### src/rtl/seven_seg_scanner_pkg.sv
// Shared definitions for the seven-segment scanner: segment vector type,
// segment bit positions and the hex glyph table (active-high, bit0 = a).
package seven_seg_pkg;

   typedef logic [6:0] seg_t;

   localparam int SEG_A = 0;
   localparam int SEG_B = 1;
   localparam int SEG_C = 2;
   localparam int SEG_D = 3;
   localparam int SEG_E = 4;
   localparam int SEG_F = 5;
   localparam int SEG_G = 6;

   localparam seg_t SEG_TABLE [16] = '{
      7'h3F, 7'h06, 7'h5B, 7'h4F, 7'h66, 7'h6D, 7'h7D, 7'h07,
      7'h7F, 7'h6F, 7'h77, 7'h7C, 7'h39, 7'h5E, 7'h79, 7'h71
   };

   function automatic seg_t seg_decode(input logic [3:0] nibble);
      return SEG_TABLE[nibble];
   endfunction

endpackage

### src/rtl/hex_to_7seg.sv
// Combinational hex nibble to active-high seven-segment pattern.
module hex_to_7seg
   import seven_seg_pkg::*;
(
   input  logic [3:0] nibble,
   output logic [6:0] pattern
);

   seg_t glyph;

   assign glyph = seg_decode(nibble);

   // Place each glyph segment on its board bit position.
   assign pattern = {glyph[SEG_G], glyph[SEG_F], glyph[SEG_E], glyph[SEG_D],
                     glyph[SEG_C], glyph[SEG_B], glyph[SEG_A]};

endmodule

### src/rtl/seven_seg_scanner.sv
// Multiplexed seven-segment bank driver with blanking, 16-level PWM,
// leading-zero suppression and frame-synchronous shadow updates.
module seven_seg_scanner
   import seven_seg_pkg::*;
#(
   parameter int NUM_DIGITS     = 3,
   parameter int SCAN_DIV       = 131072,
   parameter int BLANK_CYCLES   = 256,
   parameter bit CA_ACTIVE_LOW  = 1'b1,
   parameter bit SEG_ACTIVE_LOW = 1'b1
) (
   input  logic                    clk,
   input  logic                    reset,
   input  logic [4*NUM_DIGITS-1:0] value,
   input  logic [NUM_DIGITS-1:0]   dp,
   input  logic [NUM_DIGITS-1:0]   digit_en,
   input  logic                    lz_suppress,
   input  logic [3:0]              brightness,
   input  logic                    update,
   output logic [NUM_DIGITS-1:0]   ca,
   output logic [6:0]              seg,
   output logic                    seg_dp,
   output logic                    frame_tick
);

   localparam int ON_LEN = (SCAN_DIV - BLANK_CYCLES) / 16;
   localparam int CW     = $clog2(SCAN_DIV + 1);
   localparam int IW     = (NUM_DIGITS > 1) ? $clog2(NUM_DIGITS) : 1;

   localparam logic [CW-1:0]         CNT_LAST  = CW'(SCAN_DIV - 1);
   localparam logic [CW-1:0]         BLANK_END = CW'(BLANK_CYCLES);
   localparam logic [IW-1:0]         IDX_LAST  = IW'(NUM_DIGITS - 1);
   localparam logic [NUM_DIGITS-1:0] CA_OFF    = {NUM_DIGITS{CA_ACTIVE_LOW}};
   localparam logic [6:0]            SEG_OFF   = {7{SEG_ACTIVE_LOW}};

   if ((SCAN_DIV - BLANK_CYCLES) % 16 != 0 || BLANK_CYCLES >= SCAN_DIV) begin : g_bad_timing
      $error("seven_seg_scanner: SCAN_DIV-BLANK_CYCLES must be positive and divisible by 16");
   end
   if (NUM_DIGITS < 1 || NUM_DIGITS > 8) begin : g_bad_digits
      $error("seven_seg_scanner: NUM_DIGITS must be 1..8");
   end

   logic [CW-1:0]           cnt;
   logic [IW-1:0]           idx;
   logic [4*NUM_DIGITS-1:0] sh_value;
   logic [NUM_DIGITS-1:0]   sh_dp;
   logic [NUM_DIGITS-1:0]   sh_en;
   logic                    pending;

   logic [CW-1:0]         on_end;
   logic                  in_window;
   logic [3:0]            nibble;
   logic                  dp_sel;
   logic                  en_sel;
   logic                  zero_above;
   logic                  suppressed;
   logic [NUM_DIGITS-1:0] onehot;
   logic                  lit;
   logic [6:0]            pattern;

   assign on_end    = CW'(BLANK_CYCLES + (int'(brightness) + 1) * ON_LEN);
   assign in_window = (cnt >= BLANK_END) && (cnt < on_end);

   // Walk from the most significant digit down so zero_above means
   // "this digit and every digit to its left hold zero".
   always_comb begin
      nibble     = '0;
      dp_sel     = 1'b0;
      en_sel     = 1'b0;
      onehot     = '0;
      suppressed = 1'b0;
      zero_above = 1'b1;
      for (int i = NUM_DIGITS - 1; i >= 0; i--) begin
         zero_above = zero_above && (sh_value[4*i +: 4] == 4'd0);
         if (idx == IW'(i)) begin
            nibble     = sh_value[4*i +: 4];
            dp_sel     = sh_dp[i];
            en_sel     = sh_en[i];
            onehot[i]  = 1'b1;
            suppressed = zero_above && (i != 0);
         end
      end
   end

   assign lit = in_window && en_sel && !(lz_suppress && suppressed);

   hex_to_7seg u_dec (
      .nibble  (nibble),
      .pattern (pattern)
   );

   always_ff @(posedge clk) begin
      if (reset) begin
         cnt        <= '0;
         idx        <= '0;
         sh_value   <= '0;
         sh_dp      <= '0;
         sh_en      <= '0;
         pending    <= 1'b0;
         ca         <= CA_OFF;
         seg        <= SEG_OFF;
         seg_dp     <= SEG_ACTIVE_LOW;
         frame_tick <= 1'b0;
      end else begin
         if (cnt == CNT_LAST) begin
            cnt <= '0;
            idx <= (idx == IDX_LAST) ? '0 : idx + 1'b1;
         end else begin
            cnt <= cnt + 1'b1;
         end
         frame_tick <= (cnt == CNT_LAST) && (idx == IDX_LAST);

         // Shadow capture only on the frame-start cycle, which sits in the blank interval.
         if (frame_tick && (pending || update)) begin
            sh_value <= value;
            sh_dp    <= dp;
            sh_en    <= digit_en;
            pending  <= 1'b0;
         end else if (update) begin
            pending  <= 1'b1;
         end

         ca     <= lit ? (onehot ^ CA_OFF) : CA_OFF;
         seg    <= lit ? (pattern ^ SEG_OFF) : SEG_OFF;
         seg_dp <= (lit && dp_sel) ^ SEG_ACTIVE_LOW;
      end
   end

endmodule

### config.mk
export PLATFORM = sky130hd
export DESIGN_NAME = seven_seg_scanner
export DESIGN_NICKNAME = d
export VERILOG_FILES = /design/src/rtl/seven_seg_scanner_pkg.sv /design/src/rtl/hex_to_7seg.sv /design/src/rtl/seven_seg_scanner.sv
export SDC_FILE = /design/constraint.sdc
export NUM_CORES = 1
export LEC_CHECK = 0
export BUFFER_PORTS_ARGS = -buffer_cell sky130_fd_sc_hd__clkbuf_2
export CAP_MARGIN = 20
export CORE_ASPECT_RATIO = 0.75
export CORE_MARGIN = 1.5
export CORE_UTILIZATION = 55
export CTS_BUF_LIST = sky130_fd_sc_hd__clkbuf_2
export DETAILED_ROUTE_END_ITERATION = 6
export PLACE_DENSITY_LB_ADDON = 0.05
export SKIP_LAST_GASP = 1
export SLEW_MARGIN = 25
export SYNTH_ARGS = -nofsm -noshare
export SYNTH_HDL_FRONTEND = slang
export SYNTH_SLANG_ARGS = --single-unit
export TNS_END_PERCENT = 5
### constraint.sdc
create_clock -name clk -period 17.15 [get_ports clk]
set_input_delay 2.5725 -clock clk [delete_from_list [all_inputs] [get_ports clk]]
set_output_delay 2.5725 -clock clk [all_outputs]
set_load 0.01 [all_outputs]
* After elaboration in Yosys (flattened, before gate mapping) *
Memories as Yosys holds them, arrays and structs flattened.
Cells that the tools add are included.

operators by class
  add/sub/neg operators = 4
  multiply operators = 1
  div/mod/pow operators = 0
  order comparisons = 3
  equal/unequal tests = 3
  shift operators = 0
  muxes and demuxes = 18
  bitwise logic cells = 5
  reductions and logical operators = 16

operators by type and width
  operator                                                                 number
  18-bit by 1-bit adder with 18-bit output, second input constant          1
  9-bit by 18-bit adder with 18-bit output, first input constant           1
  18-bit by 17-bit equality test with 1-bit output, second input constant  1
  18-bit by 9-bit >= comparator with 1-bit output, second input constant   1
  18-bit < comparator                                                      1
  5-bit by 9-bit multiplier with 14-bit output, second input constant      1
  7-bit 2-to-1 mux                                                         2
  1-bit 2-to-1 mux                                                         12
  4-bit 2-to-1 mux                                                         3
  1-bit logical AND                                                        8
  4-bit logical NOT                                                        2
  7-bit inverter                                                           1
  2-bit OR reduction                                                       3
  4-bit by 1-bit adder with 5-bit output, second input constant            1
  5-bit >= comparator, second input constant                               1
  4-bit inverter with 5-bit output                                         1
  3-bit inverter                                                           1
  2-bit by 1-bit adder with 2-bit output, second input constant            1
  2-bit by 1-bit equality test with 1-bit output, second input constant    1
  2-bit equality test, second input constant                               1
  2-bit logical NOT                                                        1
  2-bit 2-to-1 mux                                                         1
  1-bit inverter                                                           2
  1-bit logical NOT                                                        1
  1-bit logical OR                                                         1

storage, ports and cells
  bits in registers = 51
  bits in latches = 0
  bits in writable memories = 0
  bits in read-only memories = 112
  output and inout bits = 12
  memories kept = 1

memory list
  memory           words  width  read ports  clocked after Yosys merged registers in  write ports  line                         source
  (no name shown)  16     7      1           0                                        0            seven_seg_scanner_pkg.sv:21  return SEG_TABLE[nibble];

* Depth between registers and ports, before layout *
  word-level depth = 9
  depth in mapped cells = 23

* Modules after synthesis *
Synthesis repeated with hierarchy kept, for this count alone.

second synthesis, totals
  cell total of the unflattened synthesis = 428
  area, all modules = 3,697.3 um2

by module, submodules not included
  module             times used  cells an instance  area each (um2)  sequential area each (um2)
  seven_seg_scanner  1           395                3,409.5          1,021.0
  hex_to_7seg        1           33                 287.8            0.0

* Worst setup path before layout *
Ideal clock, no wire load.

  kind = in2reg
  start point = input brightness[0]
  end point = register seg[2]
  setup time = 0.146 ns
  arrival time = 7.510 ns
  slack = 9.495 ns
  cell stages on the path = 22
  buffers on the path = 0
  cells stage by stage = ha_1 -> and3_1 -> inv_1 -> fa_1 -> inv_1 -> fa_1 -> inv_1 -> fa_1 -> ha_1 -> and3_1 -> a221oi_4 -> xnor2_1 -> nand3_1 -> xnor2_1 -> ha_1 -> a211oi_1 -> nand2_1 -> a21oi_1 -> nor3_1 -> o31a_1 -> nor3_4 -> o221ai_1

between the ends
  cells in the longest elaborated chain, start to end = 9

ends and longest elaborated chain
  element                                       line                      source
  start, declared                               seven_seg_scanner.sv:18   input logic [3:0] brightness,
  4-bit by 1-bit adder with 5-bit output        seven_seg_scanner.sv:61   assign on_end = CW'(BLANK_CYCLES + (int'(brightness) + 1) * ON_LEN);
  5-bit by 9-bit multiplier with 14-bit output  seven_seg_scanner.sv:61
  9-bit by 18-bit adder with 18-bit output      seven_seg_scanner.sv:61
  18-bit < comparator                           seven_seg_scanner.sv:62   assign in_window = (cnt >= BLANK_END) && (cnt < on_end);
  1-bit logical AND                             seven_seg_scanner.sv:62
  1-bit logical AND (2 in series)               seven_seg_scanner.sv:85   assign lit = in_window && en_sel && !(lz_suppress && suppressed);
  1-bit inverter (no source line)               -
  2-bit OR reduction (no source line)           -
  end signal, assigned                          seven_seg_scanner.sv:124  seg <= lit ? (pattern ^ SEG_OFF) : SEG_OFF;
  end, declared                                 seven_seg_scanner.sv:21   output logic [6:0] seg,

No other way between the ends.
A chain may end at the register's enable or synchronous reset.

* Worst setup path in the final report *
  start point = input brightness[0]
  end point = register seg[6]

The elaborated chain is that of the path after synthesis.

==> impl_results.html <==
<table>
<tr><th>Metric</th><th>Value</th></tr>
<tr><th colspan="2">Global route</th></tr>
<tr><td>Pin count of the biggest net entering global routing</td><td>27</td></tr>
<tr><td>Initial antenna violation count</td><td>0</td></tr>
<tr><td>Via count of the first global-routing pass</td><td>2624</td></tr>
<tr><td>Global-route usage over all layers</td><td>0.213</td></tr>
<tr><td>Remaining global-route overflow</td><td>0</td></tr>
<tr><td>First-pass GRT wire length</td><td>12300 µm</td></tr>
<tr><th colspan="2">Place</th></tr>
<tr><td>Final HPWL DP</td><td>5620 µm</td></tr>
<tr><td>Minimum setup slack after placement</td><td>8520 ps</td></tr>
<tr><td>Final weighted congestion in routability-driven placement</td><td>0.873</td></tr>
<tr><td># port buffers</td><td>37</td></tr>
<tr><th colspan="2">STA</th></tr>
<tr><td>Final setup viols</td><td>0</td></tr>
<tr><td>Transition time at the pin with the least slew margin</td><td>726 ps</td></tr>
<tr><td>Aggregate negative setup slack</td><td>0 ps</td></tr>
<tr><td>Fin Clk Skew</td><td>31.1 ps</td></tr>
<tr><td>Post-route clock period utilization</td><td>0.476</td></tr>
<tr><td>Post-layout worst setup margin</td><td>8980 ps</td></tr>
<tr><td>Highest achievable clock rate</td><td>122 MHz</td></tr>
<tr><td>Hold violation count in the final report</td><td>0</td></tr>
<tr><td>Normalized max-slew margin</td><td>0.516</td></tr>
<tr><td>Number of slew-limit violations in the final report</td><td>0</td></tr>
<tr><td>Final critical path time including I/O delays and setup</td><td>8170 ps</td></tr>
<tr><td>RSZ-0062 raised after global routing</td><td>false</td></tr>
<tr><th colspan="2">Synthesis</th></tr>
<tr><td>Most frequent cell after synthesis</td><td>sky130_fd_sc_hd__nand2_1</td></tr>
<tr><td>Mean area per synthesized cell</td><td>8.57 µm²</td></tr>
<tr><td>Biggest area consumer among synthesized cells</td><td>sky130_fd_sc_hd__dfxtp_1</td></tr>
<tr><td>Number of synthesized flops with an enable pin</td><td>0</td></tr>
<tr><td>Portion of synthesized cell area occupied by the leading cell type</td><td>0.282</td></tr>
<tr><td>Total number of yosys warnings</td><td>0</td></tr>
<tr><td>Proportion of synthesized chip area in sequential cells</td><td>0.282</td></tr>
<tr><td>Most used flip-flop cell after synthesis</td><td>sky130_fd_sc_hd__dfxtp_1</td></tr>
<tr><td>Cell area after synthesis</td><td>3620 µm²</td></tr>
<tr><td>Ranking of synthesized cells by instance count</td><td>sky130_fd_sc_hd__nand2_1 (57), sky130_fd_sc_hd__dfxtp_1 (51), sky130_fd_sc_hd__ha_1 (44)</td></tr>
<tr><td>Number of distinct library cells after synthesis</td><td>51</td></tr>
<tr><td>Yosys reg bits</td><td>51</td></tr>
<tr><td>Ys async rst share</td><td>0</td></tr>
<tr><td>Syn_nets</td><td>504</td></tr>
<tr><td>Leading post-synthesis cells by cell area</td><td>sky130_fd_sc_hd__dfxtp_1 (28%), sky130_fd_sc_hd__ha_1 (15%), sky130_fd_sc_hd__fa_1 (6.1%)</td></tr>
<tr><td>Number of cells produced by synthesis</td><td>423</td></tr>
<tr><th colspan="2">Critical path</th></tr>
<tr><td>Crit-path leading delay family</td><td>adder cells</td></tr>
<tr><td>Largest incremental delay on the critical path</td><td>620 ps</td></tr>
<tr><td>Arrival time worst endpoint</td><td>8480 ps</td></tr>
<tr><td>Critical path class</td><td>primary input to flip-flop</td></tr>
<tr><td>Required time of the worst setup path</td><td>17470 ps</td></tr>
<tr><td>Highest net fanout along the worst path</td><td>10</td></tr>
<tr><td>Critical-path top delay cell</td><td>sky130_fd_sc_hd__fa_1</td></tr>
<tr><td>Critical path buffers and inverters</td><td>4</td></tr>
<tr><td>Critical path startpoint category</td><td>primary input</td></tr>
<tr><td>Endpoint class of the critical path</td><td>flip-flop</td></tr>
<tr><td>Critical path, cell by cell</td><td>clkbuf_2, nand3_1, xnor2_1, inv_1, fa_1, inv_1, fa_1, inv_1, fa_1, ha_1, and3_1, a221oi_4, xnor2_1, nand3_1, xnor2_1, ha_1, a211oi_1, nand2_1, a21oi_1, nor3_1, o31a_1, nor3_4, o221ai_1</td></tr>
<tr><th colspan="2">Power and ir drop</th></tr>
<tr><td>Overall power after layout</td><td>447 µW</td></tr>
<tr><td>Leakage power total</td><td>1.67 nW</td></tr>
<tr><td>Power density over the cells</td><td>113 nW/µm²</td></tr>
<tr><td>Worst supply voltage drop on vdd</td><td>0.0494 mV</td></tr>
<tr><th colspan="2">Floorplanning</th></tr>
<tr><td>Initial Util</td><td>0.571</td></tr>
<tr><td>Placement row count</td><td>25</td></tr>
<tr><td>IO Pins</td><td>38</td></tr>
<tr><td>Die area</td><td>7090 µm²</td></tr>
<tr><td>Core Region</td><td>6350 µm²</td></tr>
<tr><td>Horizontal die dimension</td><td>96.7 µm</td></tr>
<tr><td>Die Height</td><td>73.3 µm</td></tr>
<tr><th colspan="2">Layout</th></tr>
<tr><td>Fillers</td><td>584</td></tr>
<tr><td>NumNets Final</td><td>537</td></tr>
<tr><td>Share of the core filled with cells</td><td>0.620</td></tr>
<tr><td>Antenna Cells</td><td>0</td></tr>
<tr><td>Layout cell share with drive strength beyond 1</td><td>0.129</td></tr>
<tr><td>Synthesis-to-finish area growth</td><td>8.66%</td></tr>
<tr><th colspan="2">Detailed routing</th></tr>
<tr><td>Post-detailed-routing wire length</td><td>7150 µm</td></tr>
<tr><td>Via Count</td><td>2857</td></tr>
<tr><td>Remaining antenna violation count</td><td>0</td></tr>
<tr><td>Count of routing violations after the opening detailed-route iteration</td><td>126</td></tr>
<tr><td>DRT Pass-1 Iters</td><td>4</td></tr>
<tr><td>Routed wire per std cell</td><td>13.3 µm</td></tr>
<tr><td>Avg Vias per Cell</td><td>5.31</td></tr>
<tr><td>Remaining DRCs</td><td>0</td></tr>
<tr><th colspan="2">Clocking</th></tr>
<tr><td>Source-to-sink clock delay at the later pin of the worst-skew pair</td><td>430 ps</td></tr>
<tr><td>Number of buffers inserted during clock tree synthesis</td><td>5</td></tr>
<tr><td>Clock tree buffer depth</td><td>2</td></tr>
<tr><td>Number of hold buffers added after CTS</td><td>0</td></tr>
<tr><td>TritonCTS clock tree</td><td>built</td></tr>
<tr><td>Number of clock sinks</td><td>51</td></tr>
<tr><td>Number of setup buffers added after CTS</td><td>0</td></tr>
<tr><td>Number of cells upsized or downsized after cts</td><td>0</td></tr>
<tr><td>Clock Root Buffer</td><td>sky130_fd_sc_hd__clkbuf_2</td></tr>
<tr><td>H-tree depth</td><td>2</td></tr>
<tr><td>Clock slew seen by the registers of the worst setup and hold paths</td><td>250 ps</td></tr>
<tr><th colspan="2">Job</th></tr>
<tr><td>Number of maximum-capacitance violations</td><td>0</td></tr>
<tr><th colspan="2">Worst hold path</th></tr>
<tr><td>HP Class</td><td>flip-flop to flip-flop</td></tr>
<tr><th colspan="2">Run status</th></tr>
<tr><td>Status</td><td>finished, final reports clean</td></tr>
</table>
[per-stage QoR]
stage | cells | hold WS, ps | cell area [µm²]
after floorplan | 423 | 436 | 3620
after global placement | 530 | 443 | 3860
after detailed placement | 530 | 449 | 3870
after CTS | 538 | 472 | 3940
after global routing | 538 | 492 | 3940
final | 538 | 471 | 3940
[worst paths after layout]
check | from | to | slack (ps) | cells past startpoint
max | brightness[0] | seg[6] | 8980 | 23
min | sh_value[1] | sh_value[1] | 470 | 2
max reg2reg | idx[0] | seg[3] | 14420 | 8
min reg2reg | sh_value[1] | sh_value[1] | 470 | 2
[registers in the layout (all words and copies together) (netlist names), 2 cells and up]
| name | count |
|---|---|
| cnt | 18 |
| sh_value | 12 |
| seg | 7 |
| ca | 3 |
| sh_dp | 3 |
| sh_en | 3 |
| idx | 2 |
[layout make-up]
cell class                 instances  area, µm²  area share
multi-input combinational        324       2420       0.614
sequential                        51       1020       0.259
timing repair buffer              38        193      0.0489
inverter                          36        135      0.0343
tap                               81        101      0.0257
clock inverter                     2       38.8     0.00985
clock buffer                       6       30.0     0.00762
[cells by family after synthesis]
family	share of synthesized area
compound gates	0.133
xor+xnor	0.0842
fa+ha+maj	0.213
buf+inv	0.0525
flops	0.282
mux	0.0404
simple gates	0.196
[layer usage]
metal,wire [µm],vias up,track usage
met4,56,0,0.0435
li1,-,1506,-
met1,3860,1306,0.333
met5,0,-,0
met2,2970,37,0.307
met3,276,8,0.0362
[report_power, final]
group | internal [mW] | total, mW | leakage, nW | switching [mW]
Combinational | 0.115 | 0.262 | 1.21 | 0.147
Sequential | 0.120 | 0.121 | 0.412 | 0.000957
Clock | 0.0258 | 0.0643 | 0.0436 | 0.0385
Total | 0.260 | 0.447 | 1.67 | 0.186
[cells in the final DEF, fill, tap and decap left out, types with 8 or more instances in the layout]
cell type / n
sky130_fd_sc_hd__fa_1: 11
sky130_fd_sc_hd__inv_1: 36
sky130_fd_sc_hd__mux2i_1: 11
sky130_fd_sc_hd__xnor2_1: 18
sky130_fd_sc_hd__dfxtp_1: 51
sky130_fd_sc_hd__nand4_1: 8
sky130_fd_sc_hd__clkbuf_2: 43
sky130_fd_sc_hd__xor2_1: 15
sky130_fd_sc_hd__nand2_1: 57
sky130_fd_sc_hd__nor2_1: 41
sky130_fd_sc_hd__a21oi_1: 31
sky130_fd_sc_hd__ha_1: 44
sky130_fd_sc_hd__nand3_1: 11
[worst reg2reg max path: cells and delay by family, from the launching register on]
kind | cells | cell delay, ps
fa+ha+maj | 1 | 330
compound gates | 1 | 250
simple gates | 3 | 860
buf+inv | 2 | 230
mux | 1 | 430
flops | 1 | 570
No activity file was read; power rests on OpenSTA's default activity.
